[src/rtl/adc_sample_indexer.sv]
// ADC sample indexer: tags each valid ADC sample with its index inside a triggered frame.
// Optional macro ADC_SAMPLE_INDEXER_AUTO_REARM_EN: DONE returns to ARMED instead of IDLE.
module adc_sample_indexer #(
  parameter int unsigned DATA_W    = 12,
  parameter int unsigned IDX_W     = 16,
  parameter int unsigned FRAME_LEN = 4096
) (
  input  logic              clk,
  input  logic              rst_n,
  input  logic [DATA_W-1:0] adc_data,
  input  logic              adc_valid,
  input  logic              arm,
  input  logic              trigger,
  input  logic              abort,
  output logic [DATA_W-1:0] sample_value,
  output logic [IDX_W-1:0]  sample_index,
  output logic              sample_valid,
  output logic              start_beamformer,
  output logic              frame_done,
  output logic              busy
);

  typedef enum logic [1:0] {StIdle, StArmed, StRun, StDone} state_e;

  // cnt is one bit wider than the index so FRAME_LEN = 2^IDX_W fits.
  localparam logic [IDX_W:0] LastIdx = (IDX_W + 1)'(FRAME_LEN - 1);

  state_e             state_q, state_d;
  logic [IDX_W:0]     cnt_q, cnt_d;
  logic               capture;

  logic [DATA_W-1:0]  sample_value_q, sample_value_d;
  logic [IDX_W-1:0]   sample_index_q, sample_index_d;
  logic               sample_valid_q, sample_valid_d;
  logic               start_bf_q, start_bf_d;
  logic               frame_done_q, frame_done_d;
  logic               busy_q, busy_d;

  // A sample is taken in RUN, or in the ARMED cycle that accepts the trigger.
  assign capture = !abort && adc_valid &&
                   ((state_q == StRun) || ((state_q == StArmed) && trigger));

  always_ff @(posedge clk or negedge rst_n) begin
    if (!rst_n) begin
      state_q <= StIdle;
      cnt_q   <= '0;
    end else begin
      state_q <= state_d;
      cnt_q   <= cnt_d;
    end
  end

  always_comb begin
    state_d = state_q;
    cnt_d   = cnt_q;
    if (abort) begin
      state_d = StIdle;
      cnt_d   = '0;
    end else begin
      unique case (state_q)
        StIdle: begin
          cnt_d = '0;
          if (arm) state_d = StArmed;
        end
        StArmed: begin
          if (trigger) begin
            state_d = StRun;
            cnt_d   = (IDX_W + 1)'(adc_valid);
            if (adc_valid && (LastIdx == '0)) state_d = StDone;
          end
        end
        StRun: begin
          if (adc_valid) begin
            cnt_d = cnt_q + 1'b1;
            if (cnt_q == LastIdx) state_d = StDone;
          end
        end
        StDone: begin
          cnt_d = '0;
`ifdef ADC_SAMPLE_INDEXER_AUTO_REARM_EN
          state_d = StArmed;
`else
          state_d = StIdle;
`endif
        end
        default: begin
          state_d = StIdle;
          cnt_d   = '0;
        end
      endcase
    end
  end

  // Outputs are registered from the next state so they line up with the captured sample.
  always_comb begin
    sample_value_d = sample_value_q;
    sample_index_d = sample_index_q;
    sample_valid_d = capture;
    if (capture) begin
      sample_value_d = adc_data;
      sample_index_d = cnt_q[IDX_W-1:0];
    end
    start_bf_d   = (state_d == StRun) || (state_d == StDone);
    frame_done_d = (state_d == StDone);
    busy_d       = (state_d != StIdle);
  end

  always_ff @(posedge clk or negedge rst_n) begin
    if (!rst_n) begin
      sample_value_q <= '0;
      sample_index_q <= '0;
      sample_valid_q <= 1'b0;
      start_bf_q     <= 1'b0;
      frame_done_q   <= 1'b0;
      busy_q         <= 1'b0;
    end else begin
      sample_value_q <= sample_value_d;
      sample_index_q <= sample_index_d;
      sample_valid_q <= sample_valid_d;
      start_bf_q     <= start_bf_d;
      frame_done_q   <= frame_done_d;
      busy_q         <= busy_d;
    end
  end

  assign sample_value     = sample_value_q;
  assign sample_index     = sample_index_q;
  assign sample_valid     = sample_valid_q;
  assign start_beamformer = start_bf_q;
  assign frame_done       = frame_done_q;
  assign busy             = busy_q;

endmodule

[config.mk]
export PLATFORM = sky130hd
export DESIGN_NAME = adc_sample_indexer
export DESIGN_NICKNAME = d
export VERILOG_FILES = /design/src/rtl/adc_sample_indexer.sv
export SDC_FILE = /design/constraint.sdc
export NUM_CORES = 1
export LEC_CHECK = 0
export CORE_MARGIN = 2
export CORE_UTILIZATION = 28
export CTS_CLUSTER_SIZE = 8
export DETAILED_ROUTE_END_ITERATION = 16
export DONT_BUFFER_PORTS = 1
export HOLD_SLACK_MARGIN = 0.08
export PLACE_DENSITY_LB_ADDON = 0.15
export SYNTH_ARGS = -nofsm -noshare
export SYNTH_HDL_FRONTEND = slang
export SYNTH_SLANG_ARGS = --single-unit
[constraint.sdc]
create_clock -name clk -period 2.8 [get_ports clk]
set_input_delay 0.28 -clock clk [delete_from_list [all_inputs] [get_ports clk]]
set_output_delay 0.28 -clock clk [all_outputs]
set_load 0.05 [all_outputs]
==> After elaboration in Yosys (flattened, before gate mapping) <==
Cells that the tools add are included.
{ "op_classes": {"add_sub_neg": 1, "eq_ne": 8, "mux": 10, "n_reduce_logical": 10} }
{ "op_table": {"columns": ["cell", "n"], "rows": [
  ["$mux W17", 3],
  ["$pmux W17 S3", 1],
  ["$add A17 B1 Y17 const B", 1],
  ["$eq A17 B12 Y1 const B", 1],
  ["$mux W2", 5],
  ["$eq A2 B2 Y1 const B", 4],
  ["$pmux W2 S4", 1],
  ["$ne A3 B3 Y1 const B", 2],
  ["$logic_and A1 B1 Y1", 3],
  ["$eq A2 B1 Y1 const B", 1],
  ["$logic_not A2 Y1", 1],
  ["$logic_or A1 B1 Y1", 2],
  ["$reduce_and A2 Y1", 1],
  ["$reduce_bool A2 Y1", 1],
  ["$reduce_or A2 Y1", 1],
  ["$logic_not A1 Y1", 1]
]} }
{ "totals": {"regBits": 51, "word_cells": 37} }

==> Longest topological paths before layout <==
{ "logic_depth": {"word_depth": 7, "mapped_depth": 7} }

==> Worst setup path before layout <==
No wires, ideal clock.
{ "synth_timing": {"path_kind": "register to register", "from": "reg state_q[0]", "to": "reg cnt_q[15]", "t_arrival_ns": 1.906, "required_time_ns": 2.722, "setup_slack_ns": 0.816, "stages_incl_launch_ff": 7, "n_path_buf": 2, "synth_period_minus_slack_ns": 1.984, "cell_sequence": "dfrtp_1 buf_6 nor4b_4 or4_1 buf_2 or4_1 a21oi_1"} }
{ "synth_between": {"elab_chain_cells": 4} }
{ "synth_rtl": {"columns": ["item", "line_no", "text"], "rows": [
  ["from (decl)", "28", "state_e state_q, state_d;"],
  ["from (signal assigned)", "45", "state_q <= StIdle;"],
  ["from (signal assigned)", "48", "state_q <= state_d;"],
  ["$eq A2 B2 Y1 / $logic_not A2 Y1 (equally long branches)", "60", "unique case (state_q)"],
  ["$reduce_or A2 Y1 (no source line)", null, null],
  ["$pmux W17 S3", "60", null],
  ["$mux W17", "56", "if (abort) begin"],
  ["to (signal assigned)", "49", "cnt_q <= cnt_d;"],
  ["to (decl)", "29", "logic [IDX_W:0] cnt_q, cnt_d;"]
]} }
Parallel ways exist; a longest one is shown, timed or not.
A chain may end at the register's enable or synchronous reset.

==> Final worst setup path <==
Ends and elaborated chain as after synthesis.

==> results.toml <==
[outcome]
status = "finished clean"

[routing]
drcViolationCount = 0
wl_um = 4700
drt_iter0_markers = 86
wire_per_inst_um = 16.1
vias_per_cell = 5.07
first_pass_iters = 4
vias = 1476
ant_nets = 0

[setup_path]
rrSetupSlack_ns = 0.60
cp.required_ns = 3.03
arrival_ns = 2.43
critPathKind = "reg2reg"
crit-reg2reg-launch = "state_q[0]"
worst_setup_path_start_kind = "flop"
r2r_end = "cnt_q[15]"
rr_worst_depth = 4
cp_max_fo = 9
endpoint_kind = "flop"

[cells_and_area]
fin_nets = 207
mostFrequentLayoutCells = "dfrtp_1, mux2_2, a21oi_1"
fin_area_um2 = 2510
layout-drive-gt1-share_pct = 23.8
nFillCells = 803
final_common_cell = "dfrtp_1"
syn_to_final_growth_pct = 11.4
num_antenna_cells = 0

[synth]
synthXorXnorAreaFrac_pct = 1.94
synth_seq_cells = 51
synthAdderAreaFrac_pct = 0.555
postSynthAreaPerCell_um2 = 12.2
synth-edff-count = 0
synth_cells = 185
synth_compound_area_share_pct = 7.43
seq_area_frac_synth_pct = 56.6
yosysWarnings = 0
syn_nets = 204
syn_area_um2 = 2260
ys_types = 38
synth_top_family_by_area = "simple AND/OR/NAND/NOR gates"
synth_flop_cell = "dfrtp_1"
synth.area.mux_share_pct = 14.0
synth_async_sr_flop_share_pct = 100
synth_simple_gate_area_share_pct = 16.6

[pwr]
irDropWorstVdd_mv = 0.177
cellPowerDensity_nw_per_um2 = 715
power.switching_w = 0.000620
p_seq_share_pct = 62.5
power.leakage_nw = 1.03
combPwrFrac_pct = 7.3
p_sw_share_pct = 34.5
p_int_w = 0.00118
pwr-share-clk_pct = 30.2

[sta]
fin_crit_sh_pct = 78.7
tightest_slew_ns = 0.499
skew_ns = 0.00355
tns_ns = 0
fin_crit_ns = 2.20
maxSlewHeadroom_pct = 66.8
rsz0062_at_grt = "false"
clock.fmax_ghz = 0.454
maxSlewViolCount = 0
hold_viol = 0
setup_viol = 0

[clock_network]
post_cts_buffers = 0
cts_made_buffers = 5
cts_max_level = 2
cts-root-buf = "clkbuf_8"
path_clk_slew_ns = 0.09
cts_tree = "yes"
clkSinkCount = 51
clk_path_buf_depth = 2
worstSkewPairLatency_ns = 0.30

[run]
maxCapViolations = 0

[global_route]
grt.overflow.total = 0
grt_pass1_vias = 1474
grt_pass1_wl_um = 7790
grt_max_degree = 52
grtUsageTotal_pct = 11.3
antenna_found_initial = 0

[placement]
port_buffers = 0
routabilityCongestion = 0.907
post_dp_cell_area_um2 = 2340
hpwlAfterDp_um = 3290

[hold_path]
hp-start = "adc_valid"
hold_path_class = "in2reg"
whs_endpoint = "cnt_q[0]"
holdPathStages = 2

[floorplan]
ioPinCount = 50
die-area_um2 = 8790
die_y_um = 93.8
start_util_pct = 29.0
coreArea_um2 = 7770
num_rows = 32
die_x_um = 93.8
-- cells in the mapped netlist, types with 2 or more instances --
master	instances	area share, %
dfrtp_1	51	57
mux2_2	28	14
a21oi_1	13	2.9
nand2_1	10	1.7
o21ai_0	10	2.2
nor2_1	8	1.3
or4_1	8	2.7
nand3_1	6	1.3
nor4_1	4	1.1
xnor2_1	4	1.6
buf_2	3	0.67
clkbuf_1	3	0.50
nor3b_1	3	1.0
or3_1	3	0.83
and2_1	2	0.55
buf_6	2	1.0
nand4_1	2	0.55
nor3_1	2	0.44
nor4b_4	2	2.1
o31ai_1	2	0.67
or3_2	2	0.67
-- cell families after synthesis --
group	after synthesis
compound gates	30
fa+ha+maj	1
buf+inv	11
simple gates	59
xor+xnor	5
mux	28
flops	51
-- layout make-up --
cell class | count | area, um2 | area share, %
Sequential cell | 51 | 1280 | 50.8
Clock inverter | 2 | 38.8 | 1.54
Tap cell | 102 | 128 | 5.08
Clock buffer | 6 | 82.6 | 3.29
Inverter | 1 | 3.75 | 0.149
Multi-Input combinational cell | 123 | 915 | 36.4
Timing Repair Buffer | 6 | 70.1 | 2.79
-- metrics by stage --
| step | util, % | hold WS [ns] | cells | power (W) | setup WS (ns) |
|---|---|---|---|---|---|
| floorplan | - | -0.0156 | 185 | 0.00123 | 0.816 |
| global placement | 30.2 | -0.0144 | 280 | 0.00125 | 0.712 |
| detailed placement | 30.2 | -0.0146 | 280 | 0.00125 | 0.618 |
| CTS | 32.4 | 0.0974 | 291 | 0.00183 | 0.597 |
| global route | 32.4 | 0.101 | 291 | 0.00188 | 0.546 |
| finish | 32.4 | 0.109 | 291 | 0.00180 | 0.596 |
-- per-layer routing --
layer / GRT usage [%] / vias up / share of wire, %
met1: 15.3 / 738 / 44
li1: - / 681 / -
met5: 0 / - / 0
met4: 4.47 / 0 / 1.6
met2: 16.7 / 51 / 47
met3: 3.85 / 6 / 7.4
-- power by group through the flow --
stage	sequential (W)	combinational [W]	clock, W
after floorplan	0.00112	0.000107	0
after global placement	0.00114	0.000108	0
after detailed placement	0.00114	0.000111	0
after CTS	0.00113	0.000135	0.000569
after global routing	0.00114	0.000150	0.000598
final	0.00112	0.000132	0.000542
-- registers in the layout (all words and copies together) (netlist names) --
signal and count:
cnt_q 17, sample_index 16, sample_value 12, state_q 2, busy 1, frame_done 1, sample_valid 1, start_beamformer 1
-- worst max-delay path, cell delays in order, from the launching register on --
cell and delay [ns]:
dfrtp_1 0.50, nor4b_4 0.21, or4_1 0.69, or4_1 0.56, a21oi_1 0.17
-- worst max path at each step --
stage / slack, ns / startpoint / to / cells after the start
6_report: 0.60 / state_q[0] / cnt_q[15] / 4
5_1_grt: 0.55 / state_q[0] / cnt_q[15] / 4
4_1_cts: 0.60 / state_q[0] / cnt_q[15] / 4
3_5_place_dp: 0.62 / state_q[0] / cnt_q[15] / 4
3_3_place_gp: 0.71 / state_q[0] / cnt_q[15] / 4
2_1_floorplan: 0.82 / state_q[0] / cnt_q[15] / 6
-- what timing repair did --
action,in CTS,in global routing
hold buffers,3,0
resized for setup,0,0
hold endpoints to repair,56,0
Note: power is estimated with default switching activity, not from simulation.
